$ cat config.mk
export PLATFORM = sky130hd
export DESIGN_NAME = tl45_execute
export DESIGN_NICKNAME = d
export VERILOG_FILES = /design/src/rtl/tl45_pkg.sv /design/src/rtl/tl45_mul_iter.sv /design/src/rtl/tl45_execute.sv
export SDC_FILE = /design/constraint.sdc
export NUM_CORES = 1
export LEC_CHECK = 0
export ABC_CLOCK_PERIOD_IN_PS = 7760
export CAP_MARGIN = 20
export CELL_PAD_IN_SITES_DETAIL_PLACEMENT = 1
export CELL_PAD_IN_SITES_GLOBAL_PLACEMENT = 2
export CORE_MARGIN = 2
export CORE_UTILIZATION = 33
export DETAILED_ROUTE_END_ITERATION = 7
export PLACE_DENSITY = 0.83
export SLEW_MARGIN = 20
export SYNTH_ARGS = -nofsm -noshare
export SYNTH_HDL_FRONTEND = slang
export SYNTH_SLANG_ARGS = --single-unit
export TNS_END_PERCENT = 10
$ cat constraint.sdc
create_clock -name i_clk -period 7.76 [get_ports i_clk]
set_clock_uncertainty 0.05 [all_clocks]
set_input_delay 0.776 -clock i_clk [delete_from_list [all_inputs] [get_ports i_clk]]
set_output_delay 0.776 -clock i_clk [all_outputs]
set_load 0.1 [all_outputs]
$ cat src/rtl/tl45_pkg.sv
// Shared opcodes, execute-stage state encoding and the memory-stage buffer payload.
package tl45_pkg;

    localparam int unsigned OPC_W  = 5;
    localparam int unsigned REG_W  = 4;
    localparam int unsigned DATA_W = 32;

    localparam logic [OPC_W-1:0] OP_NOP = 5'h00;
    localparam logic [OPC_W-1:0] OP_ADD = 5'h01;
    localparam logic [OPC_W-1:0] OP_SUB = 5'h02;
    localparam logic [OPC_W-1:0] OP_MUL = 5'h03;
    localparam logic [OPC_W-1:0] OP_OR  = 5'h06;
    localparam logic [OPC_W-1:0] OP_XOR = 5'h07;
    localparam logic [OPC_W-1:0] OP_AND = 5'h08;
    localparam logic [OPC_W-1:0] OP_SHL = 5'h0A;
    localparam logic [OPC_W-1:0] OP_SHR = 5'h0B;
    localparam logic [OPC_W-1:0] OP_IN  = 5'h10;
    localparam logic [OPC_W-1:0] OP_OUT = 5'h11;
    localparam logic [OPC_W-1:0] OP_LW  = 5'h14;
    localparam logic [OPC_W-1:0] OP_SW  = 5'h15;

    typedef enum logic [1:0] {
        ST_IDLE     = 2'd0,
        ST_MUL_BUSY = 2'd1,
        ST_MUL_DONE = 2'd2
    } exec_state_e;

    typedef struct packed {
        logic [OPC_W-1:0]  opcode;
        logic [REG_W-1:0]  dr;
        logic [DATA_W-1:0] sr1_val;
        logic [DATA_W-1:0] sr2_val;
        logic [DATA_W-1:0] imm;
    } exe_buf_t;

    // Single-cycle ALU ops (MUL is handled by the iterative unit).
    function automatic logic is_alu_op(input logic [OPC_W-1:0] op);
        return (op == OP_ADD) || (op == OP_SUB) || (op == OP_OR)  || (op == OP_XOR) ||
               (op == OP_AND) || (op == OP_SHL) || (op == OP_SHR);
    endfunction

    function automatic logic is_mem_op(input logic [OPC_W-1:0] op);
        return (op == OP_IN) || (op == OP_OUT) || (op == OP_LW) || (op == OP_SW);
    endfunction

endpackage

$ cat src/rtl/tl45_mul_iter.sv
// Iterative shift-add multiplier retiring MUL_STEP multiplier bits per cycle;
// result is the low DATA_W bits of a*b.
module tl45_mul_iter
    import tl45_pkg::*;
#(
    parameter int unsigned MUL_STEP = 1
) (
    input  logic              i_clk,
    input  logic              i_reset,
    input  logic              stall_i,
    input  logic              flush_i,
    input  logic              start_i,
    input  logic [DATA_W-1:0] a_i,
    input  logic [DATA_W-1:0] b_i,
    output logic              busy_o,
    output logic              done_o,
    output logic [DATA_W-1:0] result_o
);

    localparam int unsigned STEPS    = DATA_W / MUL_STEP;
    localparam int unsigned CNT_W    = $clog2(STEPS);
    localparam int unsigned CNT_LAST = STEPS - 1;

    logic              busy_q, busy_d;
    logic              done_q, done_d;
    logic [CNT_W-1:0]  cnt_q, cnt_d;
    logic [DATA_W-1:0] a_q, a_d;
    logic [DATA_W-1:0] b_q, b_d;
    logic [DATA_W-1:0] acc_q, acc_d;
    logic [DATA_W-1:0] partial_c;

    // Sum of b shifted by each set bit among the MUL_STEP low bits of a.
    always_comb begin
        partial_c = '0;
        for (int k = 0; k < int'(MUL_STEP); k++) begin
            if (a_q[k]) begin
                partial_c = partial_c + (b_q << k);
            end
        end
    end

    // done_q marks the cycle performing the final step; the result is complete after it.
    always_comb begin
        busy_d = busy_q;
        done_d = done_q;
        cnt_d  = cnt_q;
        a_d    = a_q;
        b_d    = b_q;
        acc_d  = acc_q;
        if (flush_i) begin
            busy_d = 1'b0;
            done_d = 1'b0;
            cnt_d  = '0;
            a_d    = '0;
            b_d    = '0;
            acc_d  = '0;
        end else if (!stall_i) begin
            if (start_i) begin
                busy_d = 1'b1;
                done_d = 1'b0;
                cnt_d  = '0;
                a_d    = a_i;
                b_d    = b_i;
                acc_d  = '0;
            end else if (busy_q) begin
                acc_d  = acc_q + partial_c;
                a_d    = a_q >> MUL_STEP;
                b_d    = b_q << MUL_STEP;
                cnt_d  = cnt_q + CNT_W'(1);
                done_d = (cnt_d == CNT_W'(CNT_LAST));
                if (done_q) begin
                    busy_d = 1'b0;
                    done_d = 1'b0;
                end
            end
        end
    end

    always_ff @(posedge i_clk) begin
        if (i_reset) begin
            busy_q <= 1'b0;
            done_q <= 1'b0;
            cnt_q  <= '0;
            a_q    <= '0;
            b_q    <= '0;
            acc_q  <= '0;
        end else begin
            busy_q <= busy_d;
            done_q <= done_d;
            cnt_q  <= cnt_d;
            a_q    <= a_d;
            b_q    <= b_d;
            acc_q  <= acc_d;
        end
    end

    assign busy_o   = busy_q;
    assign done_o   = done_q;
    assign result_o = acc_q;

endmodule

$ cat src/rtl/tl45_execute.sv
// tl45 execute stage: ALU, iterative MUL, memory-op pass-through, forwarding and
// stall/flush propagation into the memory-stage input buffer.
module tl45_execute
    import tl45_pkg::*;
#(
    parameter int unsigned MUL_STEP = 1
) (
    input  logic              i_clk,
    input  logic              i_reset,
    input  logic              i_pipe_stall,
    output logic              o_pipe_stall,
    input  logic              i_pipe_flush,
    output logic              o_pipe_flush,
    input  logic [OPC_W-1:0]  i_buf_opcode,
    input  logic [REG_W-1:0]  i_buf_dr,
    input  logic [DATA_W-1:0] i_buf_sr1_val,
    input  logic [DATA_W-1:0] i_buf_sr2_val,
    input  logic [DATA_W-1:0] i_buf_imm,
    output logic [OPC_W-1:0]  o_buf_opcode,
    output logic [REG_W-1:0]  o_buf_dr,
    output logic [DATA_W-1:0] o_buf_sr1_val,
    output logic [DATA_W-1:0] o_buf_sr2_val,
    output logic [DATA_W-1:0] o_buf_imm,
    output logic [REG_W-1:0]  o_fwd_dr,
    output logic [DATA_W-1:0] o_fwd_val
);

    exec_state_e       state_q, state_d;
    exe_buf_t          buf_q, buf_d;
    logic [REG_W-1:0]  mul_dr_q, mul_dr_d;
    logic [DATA_W-1:0] op_b_c;
    logic [DATA_W-1:0] alu_res_c;
    logic              mul_start_c;
    logic              mul_busy;
    logic              mul_done;
    logic [DATA_W-1:0] mul_result;

    assign op_b_c = i_buf_sr2_val + i_buf_imm;

    always_comb begin
        alu_res_c = '0;
        case (i_buf_opcode)
            OP_ADD:  alu_res_c = i_buf_sr1_val + op_b_c;
            OP_SUB:  alu_res_c = i_buf_sr1_val - op_b_c;
            OP_OR:   alu_res_c = i_buf_sr1_val | op_b_c;
            OP_XOR:  alu_res_c = i_buf_sr1_val ^ op_b_c;
            OP_AND:  alu_res_c = i_buf_sr1_val & op_b_c;
            OP_SHL:  alu_res_c = i_buf_sr1_val << op_b_c[4:0];
            OP_SHR:  alu_res_c = i_buf_sr1_val >> op_b_c[4:0];
            default: alu_res_c = '0;
        endcase
    end

    // The multiplier applies the same flush > stall > start priority as this stage.
    assign mul_start_c = (state_q == ST_IDLE) && (i_buf_opcode == OP_MUL);

    tl45_mul_iter #(
        .MUL_STEP (MUL_STEP)
    ) u_mul (
        .i_clk    (i_clk),
        .i_reset  (i_reset),
        .stall_i  (i_pipe_stall),
        .flush_i  (i_pipe_flush),
        .start_i  (mul_start_c),
        .a_i      (i_buf_sr1_val),
        .b_i      (op_b_c),
        .busy_o   (mul_busy),
        .done_o   (mul_done),
        .result_o (mul_result)
    );

    always_comb begin
        state_d  = state_q;
        buf_d    = buf_q;
        mul_dr_d = mul_dr_q;
        if (i_pipe_flush) begin
            buf_d   = '0;
            state_d = ST_IDLE;
        end else if (!i_pipe_stall) begin
            case (state_q)
                ST_IDLE: begin
                    buf_d = '0;
                    if (is_alu_op(i_buf_opcode)) begin
                        buf_d.dr      = i_buf_dr;
                        buf_d.sr1_val = alu_res_c;
                    end else if (is_mem_op(i_buf_opcode)) begin
                        buf_d.opcode  = i_buf_opcode;
                        buf_d.dr      = i_buf_dr;
                        buf_d.sr1_val = i_buf_sr1_val;
                        buf_d.sr2_val = i_buf_sr2_val;
                        buf_d.imm     = i_buf_imm;
                    end else if (i_buf_opcode == OP_MUL) begin
                        mul_dr_d = i_buf_dr;
                        state_d  = ST_MUL_BUSY;
                    end
                end
                ST_MUL_BUSY: begin
                    buf_d = '0;
                    if (mul_busy && mul_done) begin
                        state_d = ST_MUL_DONE;
                    end
                end
                ST_MUL_DONE: begin
                    buf_d         = '0;
                    buf_d.dr      = mul_dr_q;
                    buf_d.sr1_val = mul_result;
                    state_d       = ST_IDLE;
                end
                default: begin
                    buf_d   = '0;
                    state_d = ST_IDLE;
                end
            endcase
        end
    end

    always_ff @(posedge i_clk) begin
        if (i_reset) begin
            state_q  <= ST_IDLE;
            buf_q    <= '0;
            mul_dr_q <= '0;
        end else begin
            state_q  <= state_d;
            buf_q    <= buf_d;
            mul_dr_q <= mul_dr_d;
        end
    end

    assign o_pipe_stall  = i_pipe_stall | (state_q != ST_IDLE);
    assign o_pipe_flush  = i_pipe_flush;
    assign o_buf_opcode  = buf_q.opcode;
    assign o_buf_dr      = buf_q.dr;
    assign o_buf_sr1_val = buf_q.sr1_val;
    assign o_buf_sr2_val = buf_q.sr2_val;
    assign o_buf_imm     = buf_q.imm;

    // Only ALU/MUL results (opcode NOP in the buffer) with a real destination forward.
    assign o_fwd_dr  = (buf_q.opcode == OP_NOP && buf_q.dr != '0) ? buf_q.dr : '0;
    assign o_fwd_val = (buf_q.opcode == OP_NOP && buf_q.dr != '0) ? buf_q.sr1_val : '0;

endmodule

==> results by group <==
Status
  – Outcome: completed

STA
  – RSZ-0062 raised after global routing: false
  – Final Max Slew Viols: 0
  – WHS: 0.4295 ns
  – FMAX: 157.2 MHz
  – Worst slew pin tran: 1.160 ns
  – Final setup vio count: 0
  – Setup_tns: 0 ns
  – Crit share post-route: 0.8199
  – Final Hold Vio Count: 0
  – Crit path time final: 6.363 ns
  – Slew margin rel.: 0.2241

Finish
  – Commonest non-fill, non-tap cells in the layout: 259 x nor2_1, 256 x a21oi_1, 250 x clkdlybuf4s50_1
  – Post-route cell area: 0.02349 sq mm
  – Final #Nets: 2,925
  – Commonest non-fill, non-tap cell in the layout: nor2_1
  – Share of cells above drive strength 1: 0.07666
  – Register area: 0.004285 sq mm
  – Multi-input gate area: 0.01394 sq mm
  – Synthesis-to-layout area growth: 22.20%
  – Non-Filler Instances: 3,441
  – Fillers: 6,990

Clock tree
  – CTS H-tree lvls: 1
  – CTS buffer count: 28
  – Setup Buffers After CTS: 0
  – Clock slew seen by the registers of the worst setup and hold paths: 0.06 ns
  – CTS Sinks: 214
  – Clk_lat worst skew: 0.60 ns
  – Longest Clk Path Bufs: 3
  – Hold-fix buffers, CTS: 0
  – CTS tree: built
  – Post_cts resized: 0
  – Root cell of the clock tree: clkbuf_16

Yosys
  – Post-Synthesis Cell Area: 0.01922 sq mm
  – Synth Area in Compound Gates: 0.3037
  – #FFs+latches synth: 214
  – Prevailing post-synth register cell: dfxtp_1
  – Synth Area in XOR/XNOR: 0.04557
  – Syn Nets: 2,780
  – Sequential area share after synthesis: 0.2229
  – Main combinational cell family by area after synthesis: compound AO/OA/AOI/OAI gates
  – EDFF count, synth: 0
  – Gate Count Post-Synth: 2,507
  – Synth Area in Adders: 0.1079
  – Yosys warning total: 0
  – Netlist cell types: 93
  – Multiplexer share of the synthesized area: 0.06666
  – Mean Syn Cell Area: 7.667 sq um
  – Share of flip-flops with an asynchronous set or reset: 0
  – Post-Synth Simple-Gate Area: 0.1956

Routing
  – Met2 routed WL: 39.87 mm
  – DR top layer: met4
  – Met1 Wirelength: 38.83 mm
  – DRC: 0
  – Wire per inst: 25.41 microns
  – Antenna Nets Post-Route: 0
  – Final WL: 87.45 mm
  – DR vias: 20,579
  – First-pass detailed-route iteration total: 6
  – Iter 0 DRT Violations: 1,447
  – Vias per Instance: 5.981
  – WL met3: 5.262 mm

Power and ir drop
  – Leak pwr: 9.143 nW
  – Pwr/cell area: 183.9 mW/mm^2
  – Largest vdd supply drop: 0.1716 mV
  – Total power: 0.004320 W

Floorplanning
  – Core Area: 0.05770 sq mm
  – Die X: 245.3 microns
  – IO Count: 252
  – Die area: 0.06019 sq mm
  – Die height: 245.3 microns
  – Initial Utilization: 0.3331
  – Cell Rows: 88

Critical path
  – Nature of the critical path endpoint: register
  – Crit Path Category: input port to register
  – Crit path DAT: 6.85 ns
  – Crit Path Max Fanout: 5
  – Worst Setup Start Kind: input port
  – CP Data Required Time: 8.25 ns

GRT
  – Antenna violations before repair: 3
  – First-pass GRT wire length: 132.0 mm
  – Number of global-route vias before repair: 21,094
  – Largest net degree at the start of global routing: 78
  – GRT Overall Usage: 0.2824
  – Global route overflow: 0

Placed design
  – Buffers on Ports: 251
  – Placed cell area: 0.02245 sq mm
  – Cell count after placement: 3,387
  – Placed wire-length estimate: 65.60 mm
  – GPL Wtd Cong: 0.9609

Worst hold path
  – Worst hold path type: register to register

Job
  – MaxCap Viol Count: 0
per-stage QoR:
stage | worst slack [ns] | util
after detailed placement | 0.8836 | 0.3890
after CTS | 1.484 | 0.4069
after global placement | 0.9797 | 0.3890
final | 1.397 | 0.4071
after global routing | 0.8552 | 0.4071
after floorplan | 2.016 | -
layout make-up:
class / count / area share
Sequential cell: 214 / 0.1825
Clock inverter: 16 / 0.01033
Clock buffer: 36 / 0.03367
Multi-Input combinational cell: 2007 / 0.5934
Timing Repair Buffer: 304 / 0.1237
Tap cell: 765 / 0.04075
Antenna cell: 2 / 0.0002131
Inverter: 97 / 0.01550
per-layer routing:
| metal | up-vias | track usage |
|---|---|---|
| met5 | - | 0 |
| met4 | 0 | 0.1062 |
| met3 | 126 | 0.04300 |
| met2 | 644 | 0.4667 |
| met1 | 10287 | 0.3701 |
| li1 | 9522 | - |
report_power, final:
part           switching (W)  internal, W  total, W  leakage, nW
logic                0.00116     0.000593   0.00175         6.91
clock network       0.000560     0.000888   0.00145        0.505
registers          0.0000101      0.00111   0.00112         1.73
total                0.00173      0.00259   0.00432         9.14
cells in the mapped netlist, drive strengths merged, types with 26 or more instances:
master	number	area, sq um
a22o	66	578.1
xor2	26	227.7
dfxtp	214	4284
mux4	26	585.6
nand3	50	250.2
o21ai	194	970.9
a21o	50	375.4
and2	78	490.5
a221oi	32	280.3
nand2	141	529.3
inv	95	356.6
nor2	264	993.5
clkbuf	160	620.6
mux2i	59	590.6
a211oi	33	257.7
nand3b	44	330.3
xnor2	74	648.1
a21oi	258	1299
buf	29	123.9
a22oi	34	255.2
nor3	58	290.3
o211ai	31	232.7
ha	161	2014
flip-flops by register name (all words and copies together) (netlist names):
register,flops
o_buf_imm,32
o_buf_sr1_val,32
o_buf_sr2_val,32
u_mul.a_q,32
u_mul.b_q,32
u_mul.result_o,32
o_buf_opcode,5
u_mul.cnt_q,5
mul_dr_q,4
o_buf_dr,4
state_q,2
u_mul.busy_o,1
u_mul.done_o,1
final timing paths:
path | startpoint | end | slack, ns | cells past startpoint
worst max-delay path | i_buf_sr2_val[0] | o_buf_sr1_val[31] | 1.40 | 26
worst min-delay path | o_buf_sr2_val[9] | o_buf_sr2_val[9] | 0.43 | 1
worst max register to register | u_mul.a_q[0] | u_mul.result_o[30] | 2.93 | 15
worst min register to register | o_buf_sr2_val[9] | o_buf_sr2_val[9] | 0.43 | 1
logic make-up after synthesis:
kind of cell / count (synthesis)
mux: 94
xor+xnor: 100
compound gates: 889
fa+ha+maj: 164
flops: 214
simple gates: 760
buf+inv: 286
worst max-delay path: stages:
cell and delay, ns:
clkdlybuf4s50_1 0.47, ha_4 0.20, inv_1 0.07, fa_2 0.25, nor2b_4 0.05, o31a_4 0.30
o21ba_1 0.20, o21a_1 0.18, or3_4 0.33, and2_1 0.22, or4_4 0.52, nor2_2 0.17
and2_2 0.26, nor2_1 0.07, xnor2_1 0.13, ha_1 0.40, nand4_1 0.18, nor3_1 0.28
and3_1 0.21, a21oi_1 0.11, a21boi_0 0.49, a31oi_1 0.24, o21ai_0 0.29, nand3_1 0.10
mux2_4 0.26, nand3_1 0.08
No activity file was read; power rests on OpenSTA's default activity.
